==> src/rtl/keypad_scanner.sv <==
// rtl/keypad_scanner.sv - 4x4 matrix keypad scanner with debounce and ASCII decode
module keypad_scanner #(
  parameter int SCAN_DIV     = 1000,
  parameter int DEBOUNCE_CNT = 8
) (
  input  logic       clk,
  input  logic       rst_n,
  input  logic [3:0] row_n,
  output logic [3:0] col_n,
  output logic       btn_valid,
  output logic [7:0] btn_char,
  output logic       key_held
);

  localparam int SW = $clog2(SCAN_DIV);
  localparam int CW = $clog2(DEBOUNCE_CNT + 1);

  typedef enum logic [1:0] {SCAN, PRESS_DB, HELD, REL_DB} state_e;

  state_e        state_q, state_d;
  logic [3:0]    row_s1_q, row_s2_q;
  logic [SW-1:0] slot_q, slot_d;
  logic [CW-1:0] cnt_q, cnt_d, cnt_inc;
  logic [1:0]    col_idx_q, col_idx_d;
  logic [1:0]    row_idx_q, row_idx_d;
  logic [1:0]    first_row;
  logic          btn_valid_q, btn_valid_d;
  logic [7:0]    btn_char_q, btn_char_d;
  logic          key_held_q, key_held_d;
  logic          sample, any_low, lat_low, cnt_done;

  function automatic logic [7:0] key_char(input logic [1:0] r, input logic [1:0] c);
    case ({r, c})
      4'h0: key_char = "1";
      4'h1: key_char = "2";
      4'h2: key_char = "3";
      4'h3: key_char = "+";
      4'h4: key_char = "4";
      4'h5: key_char = "5";
      4'h6: key_char = "6";
      4'h7: key_char = "-";
      4'h8: key_char = "7";
      4'h9: key_char = "8";
      4'hA: key_char = "9";
      4'hB: key_char = "*";
      4'hC: key_char = "C";
      4'hD: key_char = "0";
      4'hE: key_char = 8'h08;
      default: key_char = "=";
    endcase
  endfunction

  // Rows are asynchronous to clk; nothing downstream looks at row_n directly.
  always_ff @(posedge clk or negedge rst_n) begin
    if (!rst_n) begin
      row_s1_q <= 4'b1111;
      row_s2_q <= 4'b1111;
    end else begin
      row_s1_q <= row_n;
      row_s2_q <= row_s1_q;
    end
  end

  assign sample   = (slot_q == SW'(SCAN_DIV - 1));
  assign slot_d   = sample ? '0 : slot_q + 1'b1;
  assign any_low  = |(~row_s2_q);
  assign lat_low  = ~row_s2_q[row_idx_q];
  assign cnt_inc  = cnt_q + 1'b1;
  assign cnt_done = (cnt_inc == CW'(DEBOUNCE_CNT));

  always_comb begin
    first_row = 2'd3;
    if (!row_s2_q[0])      first_row = 2'd0;
    else if (!row_s2_q[1]) first_row = 2'd1;
    else if (!row_s2_q[2]) first_row = 2'd2;
  end

  always_ff @(posedge clk or negedge rst_n) begin
    if (!rst_n) state_q <= SCAN;
    else        state_q <= state_d;
  end

  always_comb begin
    state_d = state_q;
    if (sample) begin
      case (state_q)
        SCAN:     if (any_low) state_d = PRESS_DB;
        PRESS_DB: if (!lat_low) state_d = SCAN;
                  else if (cnt_done) state_d = HELD;
        HELD:     if (!lat_low) state_d = REL_DB;
        REL_DB:   if (lat_low) state_d = HELD;
                  else if (cnt_done) state_d = SCAN;
        default:  state_d = SCAN;
      endcase
    end
  end

  // The column index stays frozen from latch until release, so it doubles as the latched column.
  always_comb begin
    cnt_d       = cnt_q;
    col_idx_d   = col_idx_q;
    row_idx_d   = row_idx_q;
    btn_valid_d = 1'b0;
    btn_char_d  = btn_char_q;
    key_held_d  = key_held_q;
    if (sample) begin
      case (state_q)
        SCAN: begin
          if (any_low) begin
            row_idx_d = first_row;
            cnt_d     = CW'(1);
          end else begin
            col_idx_d = col_idx_q + 1'b1;
          end
        end
        PRESS_DB: begin
          if (!lat_low) begin
            cnt_d     = '0;
            col_idx_d = col_idx_q + 1'b1;
          end else begin
            cnt_d = cnt_inc;
            if (cnt_done) begin
              btn_valid_d = 1'b1;
              btn_char_d  = key_char(row_idx_q, col_idx_q);
              key_held_d  = 1'b1;
            end
          end
        end
        HELD: begin
          if (!lat_low) cnt_d = CW'(1);
        end
        REL_DB: begin
          if (lat_low) begin
            cnt_d = '0;
          end else if (cnt_done) begin
            cnt_d      = '0;
            key_held_d = 1'b0;
            col_idx_d  = col_idx_q + 1'b1;
          end else begin
            cnt_d = cnt_inc;
          end
        end
        default: cnt_d = '0;
      endcase
    end
  end

  always_ff @(posedge clk or negedge rst_n) begin
    if (!rst_n) begin
      slot_q      <= '0;
      cnt_q       <= '0;
      col_idx_q   <= 2'd0;
      row_idx_q   <= 2'd0;
      btn_valid_q <= 1'b0;
      btn_char_q  <= 8'h00;
      key_held_q  <= 1'b0;
    end else begin
      slot_q      <= slot_d;
      cnt_q       <= cnt_d;
      col_idx_q   <= col_idx_d;
      row_idx_q   <= row_idx_d;
      btn_valid_q <= btn_valid_d;
      btn_char_q  <= btn_char_d;
      key_held_q  <= key_held_d;
    end
  end

  assign col_n     = ~(4'b0001 << col_idx_q);
  assign btn_valid = btn_valid_q;
  assign btn_char  = btn_char_q;
  assign key_held  = key_held_q;

endmodule

==> config.mk <==
export PLATFORM = sky130hd
export DESIGN_NAME = keypad_scanner
export DESIGN_NICKNAME = d
export VERILOG_FILES = /design/src/rtl/keypad_scanner.sv
export SDC_FILE = /design/constraint.sdc
export NUM_CORES = 1
export LEC_CHECK = 0
export ABC_AREA = 1
export BUFFER_PORTS_ARGS = -buffer_cell sky130_fd_sc_hd__buf_2
export CAP_MARGIN = 25
export CORE_AREA = 2 2 84 86
export DETAILED_ROUTE_END_ITERATION = 8
export DIE_AREA = 0 0 86 88
export SYNTH_ARGS = -nofsm -noshare
export SYNTH_HDL_FRONTEND = slang
export SYNTH_SLANG_ARGS = --single-unit
==> constraint.sdc <==
create_clock -name clk -period 2 [get_ports clk]
set_clock_uncertainty 0.2 [all_clocks]
set_input_delay 0.4 -clock clk [delete_from_list [all_inputs] [get_ports clk]]
set_output_delay 0.4 -clock clk [all_outputs]
set_load 0.01 [all_outputs]
== Word level (Yosys, flattened, before mapping) ==
Memory sizes are Yosys's and may differ from the RTL's. A register that Yosys moved wholly into a read port is not among the register bits.
Index checks and enable logic that the tools add are counted.

* Logic and storage cells: 78
* Register bits: 38
* Output and inout port bits: 14
* Memories kept: 1
* Bits in read-only memories: 112

* Order comparisons: 1
* Bitwise logic cells: 3
* Shift operators: 1
* $add $sub $neg: 3
* Multiplexer cells: 33
* Equality and inequality tests: 15
* Reductions and logical operators: 11

{| class="wikitable"
|+ Memories
! memory !! depth !! width !! read ports !! clocked after memory_dff !! wr ports !! RTL line !! RTL
|-
| (no name shown) || 16 || 7 || 1 || 1 || 0 || 33 || <nowiki>case ({r, c})</nowiki>
|}

{| class="wikitable"
|+ Operator list
! cell !! number
|-
| 2-bit 2-to-1 mux || 12
|-
| 4-bit 2-to-1 mux || 5
|-
| 2-bit inequality test (second input constant) || 8
|-
| 4-bit one-hot mux with 4 select lines || 1
|-
| 6-bit AND reduction || 2
|-
| 10-bit by 1-bit adder with 10-bit output (second input constant) || 1
|-
| 10-bit equality test (second input constant) || 1
|-
| 1-bit 2-to-1 mux || 10
|-
| 10-bit 2-to-1 mux || 1
|-
| 4-bit inverter || 2
|-
| 2-bit one-hot mux with 4 select lines || 1
|-
| 3-bit inequality test (second input constant) || 2
|-
| 2-bit one-hot mux with 3 select lines || 1
|-
| 3-bit AND reduction || 2
|-
| 5-bit AND reduction || 1
|-
| 4-bit by 1-bit adder with 4-bit output (second input constant) || 1
|-
| 2-bit equality test (second input constant) || 2
|-
| 4-bit equality test (second input constant) || 1
|-
| 4-bit AND reduction || 1
|-
| 4-bit OR reduction || 1
|-
| 1-bit by 2-bit left shift with 4-bit output (first input constant) || 1
|-
| 2-bit by 3-bit < comparator with 1-bit output (second input constant) || 1
|-
| 3-bit nonzero test || 1
|-
| 2-bit by 1-bit adder with 2-bit output (second input constant) || 1
|-
| other kinds (7) || 7
|}

== Logic depth before layout (Yosys ltp) ==
* Depth in word-level cells: 6
* Mapped depth: 11
* Depth with buffers taken out: 10

== Worst setup path after synthesis ==
Ideal clock, no wire load.

* Path type: register to register
* Start point: register slot_q[0]
* End point: register with a tool-made name
* Clock period less this slack: 1,636 ps
* Cell stages (with the launch flop): 11
* Arrival: 1,319 ps
* Buffers on the path: 0
* Setup slack: 364 ps
* Cell sequence: dfrtp_1 > ha_1 > nand2_4 > clkinv_4 > nand3_4 > nor2_8 > nand3_2 > inv_1 > nand2_1 > nand2_1 > nand2_1

{| class="wikitable"
|+ RTL lines
! what !! RTL line !! RTL
|-
| start: declaration || 22 || <nowiki>logic [SW-1:0] slot_q, slot_d;</nowiki>
|-
| start signal: assignment || 158 || <nowiki>slot_q <= slot_d;</nowiki>
|}

== Final worst setup path ==
* Start point: register col_idx_q[0]
* End point: output port col_n[0]

* Word-level cells in the longest chain between the ends: 2

{| class="wikitable"
|+ Ends and longest elaborated chain
! what !! RTL line !! RTL
|-
| start: declaration || 24 || <nowiki>logic [1:0] col_idx_q, col_idx_d;</nowiki>
|-
| start signal: assignment || 160 || <nowiki>col_idx_q <= col_idx_d;</nowiki>
|-
| 1-bit by 2-bit left shift with 4-bit output || 168 || <nowiki>assign col_n = ~(4'b0001 << col_idx_q);</nowiki>
|-
| 4-bit inverter || 168 ||
|-
| end: declaration || 9 || <nowiki>output logic [3:0] col_n,</nowiki>
|}

No other way between the ends.

==> flow_metrics.py <==
metrics = {
    "outcome": {
        "status": "completed",
    },
    "sta": {
        "tns_ps": 0,
        "min_period_ps": 1870,
        "setup_viol": 0,
        "rsz0062_at_grt": "no",
        "fin_crit_sh_pct": 93.3,
        "final_max_slew_viol_count": 0,
        "hold_ws_ps": 158,
        "hold_viol_final": 0,
        "fmax_mhz": 536,
    },
    "global_route": {
        "grt_use_total_pct": 12.4,
        "grt_pass1_wl_um": 7500,
        "grt_max_degree": 20,
        "antenna_found_initial": 0,
        "grt_pass1_vias": 1748,
        "grt_remaining_overflow": 0,
    },
    "clock_tree": {
        "clock_latency_ps": 290,
        "cts_sinks": 37,
        "cts_max_path_buffers": 2,
        "tritoncts": "done",
        "cts_root_buffer": "clkbuf_8",
        "h-tree-depth": 2,
        "cts_made_buffers": 5,
        "clk_pin_slew_worst_paths_ps": 80,
    },
    "synth": {
        "ys_top_cells_by_area": "dfrtp_1 34%, nand2_1 11%, dfstp_2 9.8%",
        "synth_top_area_share_pct": 34.0,
        "ys_seq_area_share_pct": 43.8,
        "synth_seq_cells": 37,
        "yosys-top-cells-count": "61 x nand2_1, 35 x inv_1, 29 x dfrtp_1, 23 x nor2_1, 16 x nand3_1",
        "synth.avg_cell_area_um2": 8.28,
        "synth_most_common_cell": "nand2_1",
        "synth_cell_types": 36,
        "synthCells": 258,
        "yosysTopAreaCell": "dfrtp_1",
        "synthArstFlopShare_pct": 100,
        "yosysWarningCount": 0,
        "synth_ff_type": "dfrtp_1",
        "synth-edff-count": 0,
        "syn-num-nets": 271,
        "netlist_area_um2": 2140,
    },
    "final_layout": {
        "area_growth_pct": 16.9,
        "diodes": 0,
        "drive_above_1_share_pct": 23.6,
        "multi_input_comb_area_um2": 1020,
        "fin_area_um2": 2500,
        "seq_area_um2": 936,
        "utilization_pct": 37.6,
        "finalNetCount": 300,
        "n_fill_cell": 684,
    },
    "routing": {
        "m1WireLength_um": 1940,
        "vias": 1694,
        "drt_iter0_markers": 71,
        "wl_met3_um": 132,
        "top_layer": "met4",
        "viasPerCell": 4.60,
        "wl_um": 4140,
        "post_drt_wl_per_cell_um": 11.3,
        "drc": 0,
        "ant_nets": 0,
        "wl_met2_um": 2000,
        "drt_pre_antenna_iters": 4,
    },
    "pwr": {
        "p_sw_share_pct": 21.7,
        "powerDensity_nw_per_um2": 590,
        "p_leak_uw": 0.00130,
        "intPower_uw": 1150,
        "p_sw_uw": 320,
        "irDropWorstVdd_mv": 0.376,
        "pwr-share-seq_pct": 51.9,
        "p_comb_share_pct": 3.1,
        "pwr-share-clk_pct": 45.0,
    },
    "job": {
        "cap_violations": 0,
    },
    "worst_setup_path": {
        "cp_max_fo": 7,
        "critPathLaunchType": "register",
        "path_class": "reg2out",
        "arrival_ps": 1270,
        "cp.required_ps": 1400,
        "critPathCaptureType": "primary output",
    },
    "die": {
        "core_um2": 6640,
        "die_w_um": 86,
        "num_rows": 30,
        "design.portCount": 20,
        "die_area_um2": 7570,
        "start_util_pct": 32.1,
        "chipHeight_um": 88,
    },
    "hold_path": {
        "worstHoldPathType": "reg2reg",
    },
    "place": {
        "dpl.hpwl_um": 3120,
        "placed_cell_area_um2": 2330,
        "port-buffer-count": 18,
        "gp_congestion": 0.811,
    },
}
-- routing by layer --
layer / GRT usage, % / vias to the layer above
li1: - / 876
met1: 14.9 / 784
met2: 21.9 / 25
met3: 3.02 / 9
met4: 3.90 / 0
met5: 0 / -
-- registers in the layout, indices dropped and copies added, names as in the netlist, named ones only --
register   flops
slot_q        10
btn_char       7
cnt_q          4
row_s1_q       4
row_s2_q       4
col_idx_q      2
row_idx_q      2
btn_valid      1
key_held       1
state_q        1
-- layout make-up --
cell class / count / share of cell area [%]
sequential: 37 / 37.5
multi-input combinational: 178 / 41.0
tap: 80 / 4.01
inverter: 41 / 6.47
timing repair buffer: 24 / 6.42
clock buffer: 5 / 2.76
clock inverter: 3 / 1.85
-- cell families after synthesis --
kind of cell    Yosys count  share of synthesized area [%]
xor+xnor                  3                           1.23
simple gates            136                           34.1
flops                    37                           43.8
fa+ha+maj                 7                           4.10
buf+inv                  43                           8.26
other cells               1                          0.176
compound gates           31                           8.32
-- cell usage in the layout (no fill, tap or decap), drive strengths merged, types with 2 or more instances in the layout --
master,synthesis,routed
nand3b,2,2
dfrtp,29,29
clkbuf,0,5
nand4,2,2
inv,40,40
clkinv,1,2
dfstp,8,8
nand2,69,69
nor2,32,32
nor3,9,9
dlygate4sd3,0,5
ha,7,7
buf,2,19
o21ai,16,16
xnor2,2,2
nand3,22,22
a21oi,9,9
-- power by group through the flow --
stage	combinational [µW]	sequential, µW	clock, µW
final	45.7	765	663
after global routing	52.9	766	716
after CTS	47.3	765	689
after detailed placement	40.0	779	0
after global placement	39.6	779	0
after floorplan	14.4	779	0
-- final timing paths --
path	from	to	slack, ps	cells past startpoint
setup / recovery	col_idx_q[0]$_DFFE_PN0P_	col_n[0]	130	4
hold / removal	row_s1_q[3]$_DFF_PN1_	row_s2_q[3]$_DFF_PN1_	160	0
setup reg to reg	slot_q[0]$_DFF_PN0_	btn_char[1]$_DFFE_PN0P_	190	8
hold reg to reg	row_s1_q[3]$_DFF_PN1_	row_s2_q[3]$_DFF_PN1_	160	0
max in group asynchronous	rst_n	slot_q[3]$_DFF_PN0_	770	3
min in group asynchronous	rst_n	cnt_q[1]$_DFFE_PN0P_	380	2
-- critical path, cell delays in order, from the launching register on --
cell     delay, ps
dfrtp_1        460
inv_1          130
ha_1           230
inv_1           50
buf_2          110
-- what timing repair did --
action / 4_1_cts / 5_1_grt
endpoints found under the hold margin: 14 / 0
gates resized for setup: 0 / 0
hold buffers: 5 / 0
buffers inserted: 0 / 0
setup endpoints to repair: 0 / 0
-- stage by stage --
step / total power (µW) / worst slack, ps / instances
after floorplan: 793 / 364 / 258
after global placement: 819 / 214 / 355
after detailed placement: 819 / 182 / 355
after CTS: 1500 / 127 / 368
after global routing: 1530 / 50.9 / 368
final: 1470 / 133 / 368
(Power assumes the default switching activity.)
